===== src/rtl/qspi_xfer_arbiter_pkg.sv =====
// Shared types for the QSPI transfer arbiter: FSM states, owner encoding
// and small decode helpers used by the top level.
package qspi_arb_pkg;

  typedef enum logic [2:0] {
    ST_IDLE,
    ST_XIP_START,
    ST_XIP_ACT,
    ST_IND_START,
    ST_IND_ACT,
    ST_ABORT
  } arb_state_t;

  // Who holds the engine; needed so ABORT knows which grant to keep high.
  localparam logic [1:0] OWN_NONE = 2'd0;
  localparam logic [1:0] OWN_XIP  = 2'd1;
  localparam logic [1:0] OWN_IND  = 2'd2;

  // XIP owns the engine while starting, active, or draining an XIP abort.
  function automatic logic xip_owned(arb_state_t s, logic [1:0] owner);
    return (s == ST_XIP_START) || (s == ST_XIP_ACT) ||
           ((s == ST_ABORT) && (owner == OWN_XIP));
  endfunction

  // Indirect owns the engine while starting or active.
  function automatic logic ind_owned(arb_state_t s);
    return (s == ST_IND_START) || (s == ST_IND_ACT);
  endfunction

endpackage


===== src/rtl/qspi_xfer_arbiter_if.sv =====
// Requester/engine handshake bundle for the QSPI transfer arbiter.
// master = requesters + engine side, slave = the arbiter itself.
interface qspi_xfer_arbiter_if #(parameter int TIMEOUT_W = 16);

  // Requests and engine status towards the arbiter
  logic                 xip_req_in;
  logic                 xip_break_in;
  logic                 ind_req_in;
  logic                 ind_wr_in;
  logic                 eng_busy_in;
  logic                 eng_done_in;
  logic [TIMEOUT_W-1:0] timeout_lim_in;
  logic                 err_clr_in;

  // Commands, grants and status from the arbiter
  logic                 start_xip_out;
  logic                 start_ind_out;
  logic                 ind_wr_out;
  logic                 break_seq_out;
  logic                 xip_gnt_out;
  logic                 ind_gnt_out;
  logic                 xip_ack_out;
  logic                 ind_ack_out;
  logic                 timeout_err_out;

  modport master (
    output xip_req_in, xip_break_in, ind_req_in, ind_wr_in,
           eng_busy_in, eng_done_in, timeout_lim_in, err_clr_in,
    input  start_xip_out, start_ind_out, ind_wr_out, break_seq_out,
           xip_gnt_out, ind_gnt_out, xip_ack_out, ind_ack_out,
           timeout_err_out
  );

  modport slave (
    input  xip_req_in, xip_break_in, ind_req_in, ind_wr_in,
           eng_busy_in, eng_done_in, timeout_lim_in, err_clr_in,
    output start_xip_out, start_ind_out, ind_wr_out, break_seq_out,
           xip_gnt_out, ind_gnt_out, xip_ack_out, ind_ack_out,
           timeout_err_out
  );

endinterface


===== src/rtl/qspi_xfer_arbiter_wdog.sv =====
// Transfer watchdog: counts busy-owner cycles, fires when the count reaches
// limit-1 (limit 0 disables), and keeps a sticky error flag.
module qspi_arb_wdog #(
  parameter int TIMEOUT_W = 16
) (
  input  logic                 h_clk,
  input  logic                 h_rstn,
  input  logic                 en,
  input  logic                 clr,
  input  logic                 err_clr,
  input  logic [TIMEOUT_W-1:0] lim,
  output logic                 fire,
  output logic                 err
);

  logic [TIMEOUT_W-1:0] cnt_q;

  // Limit is compared before the increment, so the counter never needs to wrap.
  assign fire = en && (lim != '0) && (cnt_q == (lim - TIMEOUT_W'(1)));

  // Cycle counter: cleared on entry to IDLE, saturates if the limit is disabled.
  // NOTE: state registers use non-blocking assignments so every flop samples
  // pre-edge values; blocking here would create order-dependent simulation.
  always_ff @(posedge h_clk) begin
    if (!h_rstn)                  cnt_q <= '0;
    else if (clr)                 cnt_q <= '0;
    else if (en && (cnt_q != '1)) cnt_q <= cnt_q + TIMEOUT_W'(1);
  end

  // Sticky timeout error; a firing timeout beats a simultaneous clear.
  always_ff @(posedge h_clk) begin
    if (!h_rstn)      err <= 1'b0;
    else if (fire)    err <= 1'b1;
    else if (err_clr) err <= 1'b0;
  end

endmodule


===== src/rtl/qspi_xfer_arbiter.sv =====
// Schedules the single QSPI engine between XIP reads and indirect transfers,
// issues one-cycle start/break commands, limits XIP streaks while indirect
// waits, and aborts hung transfers through the watchdog.
module qspi_xfer_arbiter
  import qspi_arb_pkg::*;
#(
  parameter int TIMEOUT_W  = 16,
  parameter int STARVE_LIM = 4
) (
  input  logic              h_clk,
  input  logic              h_rstn,
  qspi_xfer_arbiter_if.slave bus
);

  localparam int                  STARVE_W   = $clog2(STARVE_LIM + 1);
  localparam logic [STARVE_W-1:0] STARVE_MAX = STARVE_W'(STARVE_LIM);

  arb_state_t          state_q, state_nx;
  logic [1:0]          owner_q, owner_nx;
  logic [STARVE_W-1:0] starve_q, starve_nx;
  logic                ind_wr_q, ind_wr_nx;
  logic                start_xip_q, start_ind_q;
  logic                brk, xip_ack, ind_ack;
  logic                wdog_fire, wdog_en, wdog_clr, timeout_err;

  // Watchdog runs whenever the engine is owned and restarts on every return to IDLE.
  assign wdog_en  = (state_q != ST_IDLE);
  assign wdog_clr = (state_nx == ST_IDLE);

  qspi_arb_wdog #(.TIMEOUT_W(TIMEOUT_W)) u_wdog (
    .h_clk   (h_clk),
    .h_rstn  (h_rstn),
    .en      (wdog_en),
    .clr     (wdog_clr),
    .err_clr (bus.err_clr_in),
    .lim     (bus.timeout_lim_in),
    .fire    (wdog_fire),
    .err     (timeout_err)
  );

  // Next-state, arbitration and pulse outputs.
  // NOTE: every signal gets a default before the case so no path leaves it
  // unassigned; a missing default would infer a latch.
  always_comb begin
    state_nx  = state_q;
    owner_nx  = owner_q;
    starve_nx = starve_q;
    ind_wr_nx = ind_wr_q;
    brk       = 1'b0;
    xip_ack   = 1'b0;
    ind_ack   = 1'b0;

    unique case (state_q)
      ST_IDLE: begin
        if (bus.ind_req_in && (!bus.xip_req_in || (starve_q == STARVE_MAX))) begin
          state_nx  = ST_IND_START;
          owner_nx  = OWN_IND;
          ind_wr_nx = bus.ind_wr_in;
          starve_nx = '0;
        end else if (bus.xip_req_in) begin
          state_nx = ST_XIP_START;
          owner_nx = OWN_XIP;
          if (bus.ind_req_in && (starve_q != STARVE_MAX))
            starve_nx = starve_q + STARVE_W'(1);
        end
      end
      ST_XIP_START: if (bus.eng_busy_in) state_nx = ST_XIP_ACT;
      ST_XIP_ACT: begin
        // done beats a same-cycle break
        if (bus.eng_done_in) begin
          xip_ack  = 1'b1;
          state_nx = ST_IDLE;
        end else if (bus.xip_break_in) begin
          brk      = 1'b1;
          state_nx = ST_ABORT;
        end
      end
      ST_IND_START: if (bus.eng_busy_in) state_nx = ST_IND_ACT;
      ST_IND_ACT: begin
        // breaks only apply to XIP sequences
        if (bus.eng_done_in) begin
          ind_ack  = 1'b1;
          state_nx = ST_IDLE;
        end
      end
      ST_ABORT: if (!bus.eng_busy_in) state_nx = ST_IDLE;
      default:  state_nx = ST_IDLE;
    endcase

    // Watchdog overrides any done/break decided above.
    if (wdog_fire) begin
      state_nx = ST_IDLE;
      brk      = 1'b1;
      xip_ack  = 1'b0;
      ind_ack  = 1'b0;
    end

    if (state_nx == ST_IDLE) owner_nx = OWN_NONE;

    // A reset cycle abandons the transfer silently.
    if (!h_rstn) begin
      brk     = 1'b0;
      xip_ack = 1'b0;
      ind_ack = 1'b0;
    end
  end

  // State, owner, streak counter, latched direction and start pulses.
  always_ff @(posedge h_clk) begin
    if (!h_rstn) begin
      state_q     <= ST_IDLE;
      owner_q     <= OWN_NONE;
      starve_q    <= '0;
      ind_wr_q    <= 1'b0;
      start_xip_q <= 1'b0;
      start_ind_q <= 1'b0;
    end else begin
      state_q     <= state_nx;
      owner_q     <= owner_nx;
      starve_q    <= starve_nx;
      ind_wr_q    <= ind_wr_nx;
      start_xip_q <= (state_q == ST_IDLE) && (state_nx == ST_XIP_START);
      start_ind_q <= (state_q == ST_IDLE) && (state_nx == ST_IND_START);
    end
  end

  assign bus.start_xip_out   = start_xip_q;
  assign bus.start_ind_out   = start_ind_q;
  assign bus.ind_wr_out      = ind_wr_q;
  assign bus.break_seq_out   = brk;
  assign bus.xip_gnt_out     = xip_owned(state_q, owner_q);
  assign bus.ind_gnt_out     = ind_owned(state_q);
  assign bus.xip_ack_out     = xip_ack;
  assign bus.ind_ack_out     = ind_ack;
  assign bus.timeout_err_out = timeout_err;

endmodule


===== src/flat_wrapper.sv =====
// flat-port wrapper written by rule: the top's interface ports become plain ports
module qspi_xfer_arbiter_flat import qspi_arb_pkg::*;
#(
  parameter int TIMEOUT_W  = 16,
  parameter int STARVE_LIM = 4
)
  (h_clk, h_rstn, bus_xip_req_in, bus_xip_break_in, bus_ind_req_in, bus_ind_wr_in, bus_eng_busy_in, bus_eng_done_in, bus_timeout_lim_in, bus_err_clr_in, bus_start_xip_out, bus_start_ind_out, bus_ind_wr_out, bus_break_seq_out, bus_xip_gnt_out, bus_ind_gnt_out, bus_xip_ack_out, bus_ind_ack_out, bus_timeout_err_out);
  qspi_xfer_arbiter_if #(.TIMEOUT_W(TIMEOUT_W)) bus_i ();
  input  logic h_clk;
  input  logic h_rstn;
  input wire logic [$bits(bus_i.xip_req_in)-1:0] bus_xip_req_in;
  input wire logic [$bits(bus_i.xip_break_in)-1:0] bus_xip_break_in;
  input wire logic [$bits(bus_i.ind_req_in)-1:0] bus_ind_req_in;
  input wire logic [$bits(bus_i.ind_wr_in)-1:0] bus_ind_wr_in;
  input wire logic [$bits(bus_i.eng_busy_in)-1:0] bus_eng_busy_in;
  input wire logic [$bits(bus_i.eng_done_in)-1:0] bus_eng_done_in;
  input wire logic [$bits(bus_i.timeout_lim_in)-1:0] bus_timeout_lim_in;
  input wire logic [$bits(bus_i.err_clr_in)-1:0] bus_err_clr_in;
  output wire logic [$bits(bus_i.start_xip_out)-1:0] bus_start_xip_out;
  output wire logic [$bits(bus_i.start_ind_out)-1:0] bus_start_ind_out;
  output wire logic [$bits(bus_i.ind_wr_out)-1:0] bus_ind_wr_out;
  output wire logic [$bits(bus_i.break_seq_out)-1:0] bus_break_seq_out;
  output wire logic [$bits(bus_i.xip_gnt_out)-1:0] bus_xip_gnt_out;
  output wire logic [$bits(bus_i.ind_gnt_out)-1:0] bus_ind_gnt_out;
  output wire logic [$bits(bus_i.xip_ack_out)-1:0] bus_xip_ack_out;
  output wire logic [$bits(bus_i.ind_ack_out)-1:0] bus_ind_ack_out;
  output wire logic [$bits(bus_i.timeout_err_out)-1:0] bus_timeout_err_out;
  assign bus_i.xip_req_in = bus_xip_req_in;
  assign bus_i.xip_break_in = bus_xip_break_in;
  assign bus_i.ind_req_in = bus_ind_req_in;
  assign bus_i.ind_wr_in = bus_ind_wr_in;
  assign bus_i.eng_busy_in = bus_eng_busy_in;
  assign bus_i.eng_done_in = bus_eng_done_in;
  assign bus_i.timeout_lim_in = bus_timeout_lim_in;
  assign bus_i.err_clr_in = bus_err_clr_in;
  assign bus_start_xip_out = bus_i.start_xip_out;
  assign bus_start_ind_out = bus_i.start_ind_out;
  assign bus_ind_wr_out = bus_i.ind_wr_out;
  assign bus_break_seq_out = bus_i.break_seq_out;
  assign bus_xip_gnt_out = bus_i.xip_gnt_out;
  assign bus_ind_gnt_out = bus_i.ind_gnt_out;
  assign bus_xip_ack_out = bus_i.xip_ack_out;
  assign bus_ind_ack_out = bus_i.ind_ack_out;
  assign bus_timeout_err_out = bus_i.timeout_err_out;
  qspi_xfer_arbiter #(.TIMEOUT_W(TIMEOUT_W), .STARVE_LIM(STARVE_LIM)) u_core (.h_clk(h_clk), .h_rstn(h_rstn), .bus(bus_i));
endmodule

===== config.mk =====
export PLATFORM = sky130hd
export DESIGN_NAME = qspi_xfer_arbiter_flat
export DESIGN_NICKNAME = d
export VERILOG_FILES = /design/src/rtl/qspi_xfer_arbiter_pkg.sv /design/src/rtl/qspi_xfer_arbiter_if.sv /design/src/rtl/qspi_xfer_arbiter_wdog.sv /design/src/rtl/qspi_xfer_arbiter.sv /design/src/flat_wrapper.sv
export SDC_FILE = /design/constraint.sdc
export NUM_CORES = 1
export LEC_CHECK = 0
export ABC_CLOCK_PERIOD_IN_PS = 10560
export BUFFER_PORTS_ARGS = -buffer_cell sky130_fd_sc_hd__buf_2
export CAP_MARGIN = 15
export CORE_MARGIN = 1.5
export CORE_UTILIZATION = 61
export DETAILED_ROUTE_END_ITERATION = 12
export PLACE_DENSITY = 0.85
export SETUP_SLACK_MARGIN = 0.05
export SYNTH_ARGS = -nofsm -noshare
export SYNTH_HDL_FRONTEND = slang
export SYNTH_SLANG_ARGS = --single-unit

===== constraint.sdc =====
create_clock -name h_clk -period 10.56 [get_ports h_clk]
set_input_delay 2.64 -clock h_clk [delete_from_list [all_inputs] [get_ports h_clk]]
set_output_delay 2.64 -clock h_clk [all_outputs]
set_load 0.05 [all_outputs]

== After elaboration in Yosys (flattened, before gate mapping) ==
Index checks and enable logic that the tools add are counted.

* Add/sub/neg operators: 3
* Equal/unequal tests: 12
* Multiplexer cells: 29
* Bitwise operators: 1
* Reductions and logical operators: 24

{| class="wikitable"
|+ Operators with widths
! cell !! count
|-
| 3-bit 2-to-1 mux || 12
|-
| 3-bit case mux with 6 select lines || 1
|-
| 16-bit by 1-bit adder with 16-bit output, second input constant || 1
|-
| 16-bit equality test || 1
|-
| 16-bit != test, second input constant || 1
|-
| 16-bit nonzero test || 1
|-
| 16-bit by 1-bit subtractor with 16-bit output, second input constant || 1
|-
| 1-bit 2-to-1 mux || 14
|-
| 3-bit by 2-bit equality test with 1-bit output, second input constant || 3
|-
| 3-bit equality test, second input constant || 3
|-
| 1-bit logical AND || 8
|-
| 3-bit by 1-bit equality test with 1-bit output, second input constant || 2
|-
| 3-bit logical NOT || 2
|-
| 2-bit nonzero test || 3
|-
| 1-bit logical OR || 4
|-
| 2-bit 2-to-1 mux || 2
|-
| 2-bit AND reduction || 2
|-
| 3-bit by 1-bit adder with 3-bit output, second input constant || 1
|-
| 3-bit != test, second input constant || 1
|-
| 3-bit AND reduction || 1
|-
| 3-bit nonzero test || 1
|-
| 2-bit by 1-bit equality test with 1-bit output, second input constant || 1
|-
| 2-bit OR reduction || 1
|-
| 1-bit logical NOT || 1
|-
| 1-bit inverter || 1
|}

* Bits in registers: 28
* Input port bits: 25
* Output and inout port bits: 9
* Word-level logic and storage cells: 77

== Logic depth before layout (Yosys ltp) ==
* Word-level depth: 8
* Gate-level depth with buffers: 10

== Hierarchy ==
A second synthesis with hierarchy kept.

* Cells, all modules: 259
* Area, all modules: 2,078.2 µm²

{| class="wikitable"
|+ By module, submodules not included
! module !! instances !! cells an instance !! area an instance (µm²)
|-
| qspi_arb_wdog || 1 || 178 || 1,400.1
|-
| qspi_xfer_arbiter || 1 || 81 || 678.2
|}

== Worst setup path before layout ==
Ideal clock, no wire load.

* Path kind: input to output
* Start point: in bus_timeout_lim_in[0]
* End point: out bus_xip_ack_out
* Data arrival time: 5.691 ns
* Required time: 7.920 ns
* Path slack: 2.229 ns
* Stages on the path: 8
* Path buffers: 0
* Cells stage by stage: inv_1 ha_1 or4b_4 nor4_4 mux2i_1 a2111oi_4 nor4b_2 nor4_1

* Cells in the longest elaborated chain, start to end: 5
* Elaborated cells between the ends (all ways): 7
* Classes of those cells: add/sub (1); eq/ne (1); mux (2); reduce/logical (3)

{| class="wikitable"
|+ Ends and longest elaborated chain
! what !! RTL line !! source
|-
| from (decl) || flat_wrapper.sv:17 || <nowiki>input wire logic [$bits(bus_i.timeout_lim_in)-1:0] bus_timeout_lim_in;</nowiki>
|-
| 16-bit by 1-bit subtractor with 16-bit output / 16-bit nonzero test (equally long branches) || qspi_xfer_arbiter_wdog.sv:19 || <nowiki>assign fire = en && (lim != '0) && (cnt_q == (lim - TIMEOUT_W'(1)));</nowiki>
|-
| 16-bit equality test / 1-bit logical AND (equally long branches) || qspi_xfer_arbiter_wdog.sv:19 ||
|-
| 1-bit logical AND (*) || qspi_xfer_arbiter_wdog.sv:19 ||
|-
| 1-bit 2-to-1 mux (*) || qspi_xfer_arbiter.sv:91 || <nowiki>if (wdog_fire) begin</nowiki>
|-
| 1-bit 2-to-1 mux (*) || qspi_xfer_arbiter.sv:101 || <nowiki>if (!h_rstn) begin</nowiki>
|-
| to (decl) || flat_wrapper.sv:25 || <nowiki>output wire logic [$bits(bus_i.xip_ack_out)-1:0] bus_xip_ack_out;</nowiki>
|}

Mark *: on every way between the ends. The rest lies on a longest branch, timed or not.

== Worst setup path after layout ==
* Start point: in bus_timeout_lim_in[0]
* End point: out bus_break_seq_out

* Cells in the longest elaborated chain, start to end: 5
* Elaborated cells between the ends (all ways): 7
* Classes of those cells: add/sub (1); eq/ne (1); mux (2); reduce/logical (3)

{| class="wikitable"
|+ Ends and longest elaborated chain
! what !! RTL line !! source
|-
| 16-bit by 1-bit subtractor with 16-bit output / 16-bit nonzero test (equally long branches) || qspi_xfer_arbiter_wdog.sv:19 ||
|-
| 16-bit equality test / 1-bit logical AND (equally long branches) || qspi_xfer_arbiter_wdog.sv:19 ||
|-
| 1-bit logical AND (*) || qspi_xfer_arbiter_wdog.sv:19 ||
|-
| 1-bit 2-to-1 mux (*) || qspi_xfer_arbiter.sv:91 ||
|-
| 1-bit 2-to-1 mux (*) || qspi_xfer_arbiter.sv:101 ||
|-
| to (decl) || flat_wrapper.sv:22 || <nowiki>output wire logic [$bits(bus_i.break_seq_out)-1:0] bus_break_seq_out;</nowiki>
|}

Marked as above.

==> metrics <==
outcome finished clean; io pins 34; Max Cap Viol 0; All-Layer GR Usage 25.8%; synthesis-stage register bit count 28; largest family of logic cells by synthesized area simple AND/OR/NAND/NOR gates; CP cell instances buf_2 > inv_1 > ha_1 > or4b_4 > a2111o_1 > a2111oi_4 > nor4b_2 > o21a_1 > buf_2; final worst-path cycle share 74.1%; final-report hold violation count 0; post-synthesis compound-gate area fraction 13.5%; Die Span Y 60.8 um; critical path peak fanout 5; Worst Setup Start Kind input port; Synth top area share 27.6%; TNS Setup 0 ns; RSZ-0062 raised after global routing false; # rows 20; leak pwr 0.850 nW; Reg clk slew, reported paths 0.14 ns; via count 1968; number of global-route vias before repair 1709; Critical Path Most Common Cell buf_2; global route overflow 0; DR vias/cell 5.84; multiplexer share of the synthesized area 2.46%; hold buffers post-CTS 0; Synth cell types 51; Setup Buffers After CTS 0; final WL 4.37 mm; Worst-Margin Slew 0.856 ns; Slew headroom 42.9%; H-tree depth 1; Max Slew Vio Count 0; Synth Area in XOR/XNOR 13.8%; Die X 60.8 um; crit path capture type output port; worst clock skew 0.00245 ns; Reg2Reg Setup Slack 7.98 ns; CTS Buffer Depth 2; clk_lat worst skew 0.32 ns; gpl congestion 0.841; Initial Utilization 65.6%; Routed Antenna Nets 0; Synth async-reset ratio 0%; hold_ws 0.502 ns; Synth Area in Adders 2.46%; pin count of the biggest net entering global routing 22; die area 3690 um2; total clock sinks 28; drt wl/cell 13.0 um; Post-synth EDFFs 0; sequential area share after synthesis 27.6%; dominant cells by area after synthesis dfxtp_1 28%, xnor2_1 9.0%, nor2_1 7.2%; yosys warns 0; post-layout min period 7.82 ns; DRT iter0 DRCs 143; Layout area overhead 10.4%; initial antenna violation count 0; CTS Root Cell clkbuf_4; slowest cell on the critical path or4b_4; DP Area 2210 um2; IO Port Bufs 33; Avg Cell Area, Syn 7.71 um2; CP delay by family, top simple AND/OR/NAND/NOR gates; # setup viols final 0; DRC errors left 0; critical path class in -> out; Post-Syn Area 2030 um2; first-pass GRT wire length 7.25 mm; Diodes inserted 0; CTS Buf Count 3; Core ar. 3100 um2; Worst Path Arrival 5.18 ns; cell count after synthesis 264; cell taking the most area after synthesis dfxtp_1; Final nets 323; Post-Synth Simple-Gate Area 36.2%; Post-synth top flop dfxtp_1; DPL Wire Length 3.38 mm; share of post-route cells with drive strength above 1 16.0%; Critical Path RT 7.92 ns; fin area 2250 um2; drt first pass iters 4; Finished Core Util 72.4%; syn_nets 293; f_max 128 MHz; Pwr per Cell Area 112 nW/um2; crit-path max cell delay 0.53 ns; Hold Crit Class reg -> reg; Worst VDD drop 72.4 uV; CP bufs+invs 3; CTS resizes 0; TritonCTS clock tree yes
-- routing by layer --
metal / wire [um] / vias to the layer above / global-route usage [%]
met5: 0 / - / 0
met4: 59 / 0 / 8.07
met3: 258 / 7 / 3.84
met2: 1970 / 65 / 40.1
met1: 2090 / 901 / 36.9
li1: - / 995 / -
-- report_power, final --
part	internal, mW	switching (mW)
Sequential	0.112	0.00827
Clock	0.0211	0.0302
Combinational	0.0286	0.0509
Total	0.161	0.0893
-- sequential cells by signal, summed over array words and instances (netlist names) --
register and flops:
u_core.bus.start_xip_out 1, u_core.bus.ind_wr_out 1, u_core.u_wdog.cnt_q 16, u_core.bus.start_ind_out 1, u_core.owner_q 2, u_core.starve_q 3, u_core.u_wdog.err 1, u_core.state_q 3
-- area by class of cell --
type                    instances  area [um2]
clock buffers                   4        36.3
multi-input cells             219        1390
fillers                       273         857
repair buffers                 34         173
flip-flops and latches         28         561
well taps                      44        55.1
inverters                       8        30.0
-- placed cells by master (no fill, tap or decap), drive strengths merged, types with 3 or more instances in the layout --
master  instances
and2            3
nor2b           5
o21ai           9
nor2           39
nor3b           3
nor4            8
inv             8
xor2           11
a31oi           4
nor3           19
ha              4
or3             3
clkbuf          4
mux2i           5
a21oi           6
buf            34
xnor2          21
nand3           6
nand2b          5
dfxtp          28
nand2          32
nand4           9
-- kinds of logic after synthesis --
logic type                 Yosys count
and+or+nand+nor                    142
buffers and inverters               17
xor gates and xnor gates            32
muxes                                5
adders and majority gates            4
DFF                                 28
AOI/OAI and AO/OA                   36
-- path summary, 6_finish.rpt --
path                           start                     end  cells after the start
min               u_core.starve_q[1]      u_core.starve_q[1]                      2
min reg2reg       u_core.starve_q[1]      u_core.starve_q[1]                      2
max reg2reg  u_core.u_wdog.cnt_q[12]  u_core.u_wdog.cnt_q[1]                      7
max            bus_timeout_lim_in[0]       bus_break_seq_out                      9
-- metrics by stage --
step                power [mW]  std cells  setup slack, ns
floorplan                0.179        264             2.23
global placement         0.200        333             2.80
detailed placement       0.201        333             2.75
CTS                      0.251        337             2.74
global route             0.266        337             2.57
finish                   0.251        337             2.74
-- worst reg2reg max path, cell delays in order, from the launching register on --
cell	delay, ns
dfxtp_1	0.37
xnor2_1	0.25
nand2_1	0.10
a2111o_1	0.45
a2111oi_4	0.33
nand2b_2	0.11
o31ai_4	0.70
nor3b_1	0.14
-- synth_stat cells, drive strengths merged, types with 6 or more instances --
| master | n |
|---|---|
| nand2 | 32 |
| nor3 | 19 |
| nand3 | 6 |
| xnor2 | 21 |
| o21ai | 9 |
| xor2 | 11 |
| nand4 | 9 |
| inv | 8 |
| nor2 | 39 |
| a21oi | 6 |
| dfxtp | 28 |
| nor4 | 8 |
Power figures use the tool's default switching activity.
